$ cat src/rtl/bus_master_port.sv
// Bus master port: arbitrates for the bus, serializes address/write data MSB first,
// waits (with timeout) for the slave response and assembles serial read data.
module bus_master_port #(
    parameter int ADDR_WIDTH = 14,
    parameter int DATA_WIDTH = 8,
    parameter int TIMEOUT    = 16
) (
    input  logic                  clk,
    input  logic                  reset,
    input  logic                  enable,
    input  logic                  read_en,
    input  logic [DATA_WIDTH-1:0] data_in,
    input  logic [ADDR_WIDTH-1:0] addr_in,
    output logic                  request,
    output logic [DATA_WIDTH-1:0] data_out,
    output logic                  data_valid,
    output logic                  err,
    output logic                  bus_req,
    input  logic                  bus_grant,
    output logic                  m_valid,
    output logic                  m_mode,
    output logic                  m_addr,
    output logic                  m_wdata,
    input  logic                  s_ready,
    input  logic                  s_rdata
);

    localparam int MAXW = (ADDR_WIDTH > DATA_WIDTH) ? ADDR_WIDTH : DATA_WIDTH;
    localparam int CW   = $clog2(MAXW + 1);
    localparam int TW   = $clog2(TIMEOUT + 1);

    typedef enum logic [2:0] {
        IDLE, REQ, ADDR, WDATA, WACK, RWAIT, RDATA, DONE
    } state_t;

    state_t                state_q;
    logic [CW-1:0]         bit_cnt_q;
    logic [TW-1:0]         wait_cnt_q;
    logic [ADDR_WIDTH-1:0] addr_q, addr_sh_q;
    logic [DATA_WIDTH-1:0] wdata_q, wdata_sh_q, data_out_q;
    logic [DATA_WIDTH-2:0] rdata_sh_q;
    logic                  rd_q, err_q, dvalid_q;
    logic [DATA_WIDTH-1:0] rdata_next;

    assign rdata_next = {rdata_sh_q, s_rdata};

    always_ff @(posedge clk or negedge reset) begin
        if (!reset) begin
            state_q    <= IDLE;
            bit_cnt_q  <= '0;
            wait_cnt_q <= '0;
            addr_q     <= '0;
            addr_sh_q  <= '0;
            wdata_q    <= '0;
            wdata_sh_q <= '0;
            rdata_sh_q <= '0;
            data_out_q <= '0;
            rd_q       <= 1'b0;
            err_q      <= 1'b0;
            dvalid_q   <= 1'b0;
        end else begin
            case (state_q)
                IDLE: if (enable) begin
                    addr_q  <= addr_in;
                    wdata_q <= data_in;
                    rd_q    <= read_en;
                    state_q <= REQ;
                end
                // Every (re)start reloads the shifters so an abort resends from the MSB.
                REQ: if (bus_grant) begin
                    addr_sh_q  <= addr_q;
                    wdata_sh_q <= wdata_q;
                    bit_cnt_q  <= '0;
                    state_q    <= ADDR;
                end
                ADDR: begin
                    if (!bus_grant) begin
                        state_q <= REQ;
                    end else if (bit_cnt_q == CW'(ADDR_WIDTH - 1)) begin
                        bit_cnt_q  <= '0;
                        wait_cnt_q <= '0;
                        state_q    <= rd_q ? RWAIT : WDATA;
                    end else begin
                        bit_cnt_q <= bit_cnt_q + CW'(1);
                        addr_sh_q <= addr_sh_q << 1;
                    end
                end
                WDATA: begin
                    if (!bus_grant) begin
                        state_q <= REQ;
                    end else if (bit_cnt_q == CW'(DATA_WIDTH - 1)) begin
                        bit_cnt_q  <= '0;
                        wait_cnt_q <= '0;
                        state_q    <= WACK;
                    end else begin
                        bit_cnt_q  <= bit_cnt_q + CW'(1);
                        wdata_sh_q <= wdata_sh_q << 1;
                    end
                end
                WACK, RWAIT: begin
                    if (s_ready) begin
                        bit_cnt_q <= '0;
                        state_q   <= (state_q == WACK) ? DONE : RDATA;
                    end else if (wait_cnt_q == TW'(TIMEOUT - 1)) begin
                        err_q   <= 1'b1;
                        state_q <= DONE;
                    end else begin
                        wait_cnt_q <= wait_cnt_q + TW'(1);
                    end
                end
                RDATA: begin
                    if (!bus_grant) begin
                        state_q <= REQ;
                    end else begin
                        rdata_sh_q <= rdata_next[DATA_WIDTH-2:0];
                        if (bit_cnt_q == CW'(DATA_WIDTH - 1)) begin
                            data_out_q <= rdata_next;
                            dvalid_q   <= 1'b1;
                            state_q    <= DONE;
                        end else begin
                            bit_cnt_q <= bit_cnt_q + CW'(1);
                        end
                    end
                end
                DONE: begin
                    err_q    <= 1'b0;
                    dvalid_q <= 1'b0;
                    state_q  <= IDLE;
                end
                default: state_q <= IDLE;
            endcase
        end
    end

    assign request    = (state_q != IDLE);
    assign bus_req    = (state_q != IDLE) && (state_q != DONE);
    assign m_valid    = (state_q == ADDR) || (state_q == WDATA);
    assign m_mode     = m_valid && !rd_q;
    assign m_addr     = (state_q == ADDR) && addr_sh_q[ADDR_WIDTH-1];
    assign m_wdata    = (state_q == WDATA) && wdata_sh_q[DATA_WIDTH-1];
    assign data_out   = data_out_q;
    assign data_valid = dvalid_q;
    assign err        = err_q;

endmodule

$ cat config.mk
export PLATFORM = sky130hd
export DESIGN_NAME = bus_master_port
export DESIGN_NICKNAME = d
export VERILOG_FILES = /design/src/rtl/bus_master_port.sv
export SDC_FILE = /design/constraint.sdc
export NUM_CORES = 1
export LEC_CHECK = 0
export CAP_MARGIN = 10
export CORE_UTILIZATION = 30
export DETAILED_ROUTE_END_ITERATION = 10
export PLACE_DENSITY_LB_ADDON = 0.2
export SLEW_MARGIN = 20
export SYNTH_ARGS = -nofsm -noshare
export SYNTH_HDL_FRONTEND = slang
export SYNTH_SLANG_ARGS = --single-unit
$ cat constraint.sdc
create_clock -name clk -period 2.78 [get_ports clk]
set_input_delay 0.556 -clock clk [delete_from_list [all_inputs] [get_ports clk]]
set_output_delay 0.556 -clock clk [all_outputs]
set_load 0.005 [all_outputs]
[After elaboration in Yosys (flattened, before gate mapping)]
Cells that the tools add are included.
Storage, ports and cells
  flip-flop bits (word level): 74
  input bits: 29
  word-level logic and storage cells: 112
Cells by class
  add/subtract/negate cells: 2
  equality and inequality tests: 30
  mux-type cells: 43
  reduce and logical (&&, ||, !) cells: 25
Operators with widths (number)
  $mux 14: 3
  $mux 3: 11
  $mux 4: 8
  $mux 5: 6
  $ne 2x2->1 const B: 15
  $pmux 14 s2: 1
  $mux 8: 3
  $pmux 3 s7: 1
  $pmux 4 s5: 1
  $pmux 8 s2: 1
  $ne 3x3->1 const B: 5
  $pmux 5 s3: 1
  $reduce_and 7->1: 2
  $eq 3x3->1 const B: 4
  $reduce_and 3->1: 3
  $reduce_and 4->1: 2
  $reduce_bool 2->1: 4
  $eq 3x2->1 const B: 2
  $reduce_and 6->1: 1
  $reduce_bool 3->1: 2
  $add 5x1->5 const B: 1
  $eq 5x4->1 const B: 1
  $mux 1: 5
  $reduce_bool 5->1: 1
  other kinds (11): 16

[Longest topological paths before layout]
Gate-level depths: netlist of run 1.
  depth after elaboration: 4
  mapped depth: 7
  depth with buffers taken out: 7

[Worst setup path after synthesis of run 1]
OpenSTA, ideal clock, no wires.
  path kind: register to register
  start point: register wait_cnt_q[0]
  end point: register wait_cnt_q[2]
  arrival time: 2.013 ns
  setup slack: 0.641 ns
  cell stages (with the launch flop): 8
  buffers on the path: 0
  path through: dfrtp_1 ha_1 and3_1 ha_1 nor4b_4 o22a_1 nand2_1 a221o_1
On the way
  cells in the longest elaborated chain, start to end: 4
  elaborated cells between the ends (all ways): 7
Ends and longest elaborated chain
  start: declaration: line 38  | logic [TW-1:0] wait_cnt_q;
  start signal: assignment: line 108  | wait_cnt_q <= wait_cnt_q + TW'(1);
  $add 5x1->5: line 108
  $mux 5: line 104  | end else if (wait_cnt_q == TW'(TIMEOUT - 1)) begin
  $mux 5: line 101  | if (s_ready) begin
  $pmux 5 s3: line 62  | case (state_q)
Several ways; a longest one is shown, not always the timed one. The select of a mux whose other input is x is not followed.
A chain may end at the register's enable or synchronous reset.

[Final worst setup path of run 1]
  start point: register state_q[0]
  end point: output port m_addr
On the way
  cells in the longest elaborated chain, start to end: 2
Ends and longest elaborated chain
  start: declaration: line 36  | state_t state_q;
  start signal: assignment: line 82  | state_q <= rd_q ? RWAIT : WDATA;
  start signal: assignment: line 103  | state_q <= (state_q == WACK) ? DONE : RDATA;
  $eq 3x2->1: line 139  | assign m_addr = (state_q == ADDR) && addr_sh_q[ADDR_WIDTH-1];
  $logic_and 1x1->1: line 139
  end: declaration: line 22  | output logic m_addr,
No other way between the ends.

==> results.json, run 1 <==
{
  "synth_nets": 359,
  "violations": "design-rule violations",
  "cp_slowest_stage_delay_ps": 590,
  "switching_power_mw": 1.51,
  "synth_area_sq_mm": 0.00357,
  "synth_top_area_share_pct": 51.8,
  "yosys_warnings": 0,
  "dp.cells": 506,
  "yosysUniqueCellTypes": 50,
  "min_period_over_period_pct": 87.2,
  "cts_buffers": 9,
  "place_ws_ps": 343,
  "die-area_sq_mm": 0.0124,
  "clock_power_share_pct": 27.4,
  "grt_pass1_wl_mm": 12.6,
  "port_buffers": 44,
  "path_buf_inv": 1,
  "crit_fanout": 20,
  "maxCapViolCount": 0,
  "swShare_pct": 32.1,
  "vias_per_cell": 4.81,
  "peakVddDrop_mv": 0.342,
  "cts_setup_buffers": 0,
  "fin_tns_setup_ps": 0,
  "layout-drive-gt1-share_pct": 20.1,
  "ant_nets": 0,
  "gp_congestion": 0.733,
  "stdcell_count": 522,
  "wl_per_cell_microns": 14.0,
  "cp_slowest_cell": "dfrtp_1",
  "cts-root-buf": "clkbuf_16",
  "area_growth_pct": 26.8,
  "synth_top_area_cell": "dfrtp_1",
  "hold_viol": 0,
  "dr.pass1.iters": 8,
  "core_area_sq_mm": 0.0115,
  "critical_path_class": "flip-flop to output port",
  "r2r_slack_ps": 510,
  "fin_area_sq_mm": 0.00453,
  "power_density_mw_per_mm2": 1040,
  "yosys-top-cells-area": "dfrtp_1, mux2_2, nand2_1, mux2_4, mux2i_1",
  "post-dp-hpwl_mm": 4.88,
  "synthCells": 326,
  "relSlewSlack_pct": 40.8,
  "grt_overflow": 0,
  "cts.htree.levels": 3,
  "nNetsFinal": 407,
  "syn_avg_cell_area_sq_um": 11.0,
  "setup_viol": 0,
  "pin_count": 45,
  "antenna_found_initial": 0,
  "grt_max_degree": 38,
  "antenna_cells": 0,
  "p_int_mw": 3.19,
  "min_period_ps": 2420,
  "cts_hold_buf": 0,
  "tightest_slew_ps": 888,
  "ff_latch_area_sq_mm": 0.00185,
  "drt_iter0_markers": 98,
  "start_kind": "flip-flop",
  "crit_family": "flip-flops",
  "track_usage_pct": 12.7,
  "tritoncts": "done",
  "rsz0062_at_grt": "false",
  "leakage_nw": 2.13,
  "skew_ps": 4.84,
  "synth-seq-cells": 74,
  "cp.arrival_ps": 1870,
  "power_mw": 4.70,
  "max_freq_mhz": 413,
  "clkSlewWorstSetupHoldPaths_ps": 60,
  "synthFlopType": "dfrtp_1",
  "finalWorstSetupSlack_ps": 356,
  "vias": 2509,
  "fill_cells": 1106,
  "floorplan.initialDensity_pct": 31.0,
  "cp_data_required_time_ps": 2220,
  "multi_input_area_sq_mm": 0.00160,
  "pwr-share-comb_pct": 34.0,
  "crit_path_end_kind": "output port",
  "rows": 39,
  "fin_util_pct": 39.4,
  "seqPwrFrac_pct": 38.7,
  "cts.sinks": 74,
  "maxSlewViolCount": 0,
  "routed_wl_mm": 7.31,
  "grt_pass1_vias": 2562,
  "synth_edf_count": 0,
  "fin_hold_ws_ps": 351,
  "post_dp_cell_area_sq_mm": 0.00420,
  "clk_latency_ps": 330,
  "cts_resized": 0,
  "ys_async_sr_fraction_pct": 100,
  "min-delay-path-class": "input port to asynchronous set/reset pin",
  "clock_path_buffers": 2,
  "die-height_microns": 111,
  "crit_path_cell_trace": "nor3b_2 > and2_1 > clkdlybuf4s50_1",
  "drc": 9,
  "outcome": "finished with violations",
  "die_w_microns": 111,
  "synth_seq_area_share_pct": 51.8
}
==> power by group through the flow <==
stage	Combinational, mW	Sequential [mW]	Clock (mW)
after floorplan	1.29	1.70	0
after global placement	1.60	1.83	0
after detailed placement	1.62	1.84	0
after CTS	1.63	1.83	1.32
after global routing	1.80	1.89	1.37
final	1.60	1.82	1.29
==> cells in the final DEF (no fill, tap or decap), types with 3 or more instances in the layout <==
cell type,count
inv_1,9
mux2_1,3
o21ai_0,13
nand3b_1,4
clkbuf_16,9
mux2_4,9
buf_4,10
ha_1,4
nor3b_1,4
nand3_1,5
nand2_1,80
nor2_1,8
mux2i_1,8
clkdlybuf4s50_1,43
nand2b_1,4
mux2_2,32
o31ai_1,3
dfrtp_1,74
and3_1,4
==> area by class of cell <==
cell class                 instances  area share [%]
clock inverter                     6            2.15
multi-input combinational        225            35.3
inverter                           9           0.745
tap                              143            3.95
clock buffer                      10            5.27
timing repair buffer              55            11.7
sequential                        74            40.9
==> kinds of logic after synthesis <==
logic type | share of synthesized area, %
compound gates | 8.05
fa+ha+maj | 1.40
buf+inv | 3.43
flops | 51.8
mux | 17.0
simple gates | 18.3
==> registers in the layout, summed over array words and instances (netlist names), 4 cells and up <==
register	cells
data_out	8
rdata_sh_q	7
bit_cnt_q	4
addr_sh_q	14
wdata_q	8
addr_q	14
wdata_sh_q	8
wait_cnt_q	5
==> worst reg2reg max path, cell delays in order (launching register included) <==
cell and delay, ps:
dfrtp_1 410, ha_1 240, and3_1 190, ha_1 250, nor4b_4 300, o22a_1 260
nand2_1 140, a221o_1 370
==> metal layers <==
layer | GRT usage (%) | vias to the layer above | wire length [microns] | share of wire (%)
li1 | - | 1227 | - | -
met1 | 17.4 | 1227 | 3530 | 48
met2 | 19.8 | 51 | 3360 | 46
met3 | 3.12 | 4 | 367 | 5.0
met4 | 3.87 | 0 | 56 | 0.77
met5 | 0 | - | 0 | 0
==> cell usage after synthesis (3+ instances only) <==
cell,count
and3_1,4
buf_2,11
clkbuf_1,6
dfrtp_1,74
ha_1,4
inv_1,9
mux2_1,3
mux2_2,32
mux2_4,9
mux2i_1,8
nand2_1,80
nand2b_1,4
nand3_1,5
nand3b_1,4
nor2_1,8
nor3b_1,4
o21ai_0,13
o31ai_1,3
==> path summary, 6_finish.rpt <==
| check | startpoint | endpoint | cells past startpoint |
|---|---|---|---|
| setup / recovery | state_q[0]$_DFFE_PN0P_ | m_addr | 3 |
| hold / removal | reset | wdata_q[0]$_DFFE_PN0P_ | 1 |
| setup reg to reg | wait_cnt_q[0]$_DFFE_PN0P_ | wait_cnt_q[3]$_DFFE_PN0P_ | 7 |
| hold reg to reg | wdata_sh_q[4]$_DFFE_PN0P_ | wdata_sh_q[4]$_DFFE_PN0P_ | 2 |
| max in group asynchronous | reset | addr_sh_q[9]$_DFFE_PN0P_ | 2 |
| min in group clk | wdata_sh_q[4]$_DFFE_PN0P_ | wdata_sh_q[4]$_DFFE_PN0P_ | 2 |
Note: power is estimated with default switching activity, not from simulation.
==> inputs of run 2 (changes only) <==
--- a/config.mk
+++ b/config.mk
@@ -7,4 +7,6 @@
 export LEC_CHECK = 0
 export CAP_MARGIN = 10
+export CORE_ASPECT_RATIO = 2
+export CORE_MARGIN = 3
 export CORE_UTILIZATION = 30
 export DETAILED_ROUTE_END_ITERATION = 10
==> constraint.sdc (replaced) <==
create_clock -name clk -period 2.78 [get_ports clk]
set_input_delay 0.278 -clock clk [delete_from_list [all_inputs] [get_ports clk]]
set_output_delay 0.278 -clock clk [all_outputs]
set_load 0.005 [all_outputs]
==> run 2 against run 1 <==
  * The flow now finishes without violations
  * Clock-buffer cell count up 1
  * Register-to-register slack worse by 120 ps
  * Design area down 1.8%
  * Worst hold slack worse by 270 ps
  * Fmax up 1.5%
  * Combinational power about the same
  * Critical path type is now flip-flop to flip-flop
  * Die area up 8.0%
  * Routed wire length up 6.3%
  * Non-clock buffer count down 5
  * Via count down 0.68%
  * Clock power down 9%
==> results.json, run 2 (synthesis results as in run 1) <==
{
  "power_mw": 4.61,
  "tritoncts": "done",
  "critical_path_class": "flip-flop to flip-flop",
  "port_buffers": 44,
  "track_usage_pct": 12.3,
  "min_period_ps": 2390,
  "multi_input_area_sq_mm": 0.00160,
  "cts_setup_buffers": 0,
  "crit_path_end_kind": "flip-flop",
  "cp_slowest_cell": "dfrtp_1",
  "crit_top_cell": "ha_1",
  "grt_overflow": 0,
  "antenna_cells": 0,
  "ant_nets": 0,
  "crit_family": "simple AND/OR/NAND/NOR gates",
  "start_kind": "flip-flop",
  "cts.sinks": 74,
  "maxCapViolCount": 0,
  "maxSlewViolCount": 0,
  "max_freq_mhz": 419,
  "clk_latency_ps": 340,
  "skew_ps": 5.58,
  "cts-root-buf": "clkbuf_16",
  "dr.pass1.iters": 4,
  "reg_top3": "addr_q x14, addr_sh_q x14",
  "grt_pass1_wl_mm": 13.0,
  "drc": 0,
  "leakage_nw": 2.08,
  "rsz0062_at_grt": "false",
  "cts_hold_buf": 0,
  "hold_viol": 0,
  "dp.cells": 500,
  "vias": 2492,
  "antenna_found_initial": 0,
  "relSlewSlack_pct": 36.8,
  "ff_latch_area_sq_mm": 0.00185,
  "crit_fanout": 5,
  "layout-drive-gt1-share_pct": 18.7,
  "grt_pass1_vias": 2595,
  "met1_length_mm": 3.26,
  "area_growth_pct": 24.5,
  "mostFrequentLayoutCell": "nand2_1",
  "min_period_over_period_pct": 85.9,
  "outcome": "complete, no violations",
  "cts_resized": 0,
  "rows": 55,
  "post-dp-hpwl_mm": 5.37,
  "peakVddDrop_mv": 0.338,
  "wl_met2_mm": 3.92,
  "clkSlewWorstSetupHoldPaths_ps": 60,
  "fin_tns_setup_ps": 0,
  "min-delay-path-class": "input port to asynchronous set/reset pin",
  "final_cell_mix": "nand2_1, dfrtp_1, clkdlybuf4s50_1",
  "pin_count": 45,
  "die_w_microns": 83.2,
  "fill_cells": 1125,
  "cp_slowest_stage_delay_ps": 410,
  "dr.max_layer_used": "met4",
  "wl_per_cell_microns": 15.1,
  "die-height_microns": 160,
  "die-area_sq_mm": 0.0133,
  "tightest_slew_ps": 948,
  "path_buf_inv": 0,
  "drt_iter0_markers": 110,
  "grt_max_degree": 75,
  "cp_data_required_time_ps": 3000,
  "power_density_mw_per_mm2": 1040,
  "cp.arrival_ps": 2600,
  "vias_per_cell": 4.83,
  "stdcell_count": 516,
  "gp_congestion": 0.770,
  "nNetsFinal": 402,
  "wl_met3_microns": 288,
  "cts.htree.levels": 3,
  "floorplan.initialDensity_pct": 31.1,
  "routed_wl_mm": 7.77,
  "setup_viol": 0,
  "cts_buffers": 9,
  "crit_path_cell_trace": "ha_1 > and3_1 > ha_1 > nor4b_4 > o22a_1 > nand2_1 > a221o_1",
  "core_area_sq_mm": 0.0115,
  "clock_path_buffers": 2
}
## run 2: final cells by class
type | count | area share [%]
inverters | 9 | 0.759
clock inverters | 5 | 1.38
flip-flops and latches | 74 | 41.6
well taps | 142 | 3.99
multi-input cells | 225 | 36.0
clock buffers | 11 | 5.45
repair buffers | 50 | 10.9
## run 2: stage by stage
stage	cell area [sq um]	hold slack, ps	setup slack [ps]	utilization (%)
after floorplan	3570	-17.6	641	-
after global placement	4150	462	527	36.1
after detailed placement	4150	470	413	36.1
after CTS	4450	134	395	38.7
after global routing	4450	168	250	38.7
final	4450	83.0	392	38.7
## run 2: power by group
part / internal (mW) / switching, mW
registers: 1.50 / 0.343
clock network: 0.722 / 0.460
logic: 0.872 / 0.720
total: 3.09 / 1.52
## run 2: final timing paths
kind / startpoint / slack, ps / end / depth (start not counted)
setup / recovery: wait_cnt_q[0]$_DFFE_PN0P_ / 390 / wait_cnt_q[3]$_DFFE_PN0P_ / 7
hold / removal: reset / 80 / wdata_q[4]$_DFFE_PN0P_ / 1
setup reg to reg: wait_cnt_q[0]$_DFFE_PN0P_ / 390 / wait_cnt_q[3]$_DFFE_PN0P_ / 7
hold reg to reg: wdata_sh_q[3]$_DFFE_PN0P_ / 480 / wdata_sh_q[3]$_DFFE_PN0P_ / 2
max in group asynchronous: reset / 2080 / data_out[1]$_DFFE_PN0P_ / 1
min in group clk: wdata_sh_q[3]$_DFFE_PN0P_ / 480 / wdata_sh_q[3]$_DFFE_PN0P_ / 2
## run 2: routing by layer
metal | vias to the layer above | track usage, %
met5 | - | 0
met4 | 0 | 8.11
met3 | 16 | 2.41
met2 | 52 | 19.8
met1 | 1211 | 14.6
li1 | 1213 | -
## run 2: worst reg2reg max path, delay by kind of cell, from the launching register on
kind | cells | cell delay, ps
and+or+nand+nor | 3 | 720
adders and majority gates | 2 | 480
DFF | 1 | 410
AOI/OAI and AO/OA | 2 | 650
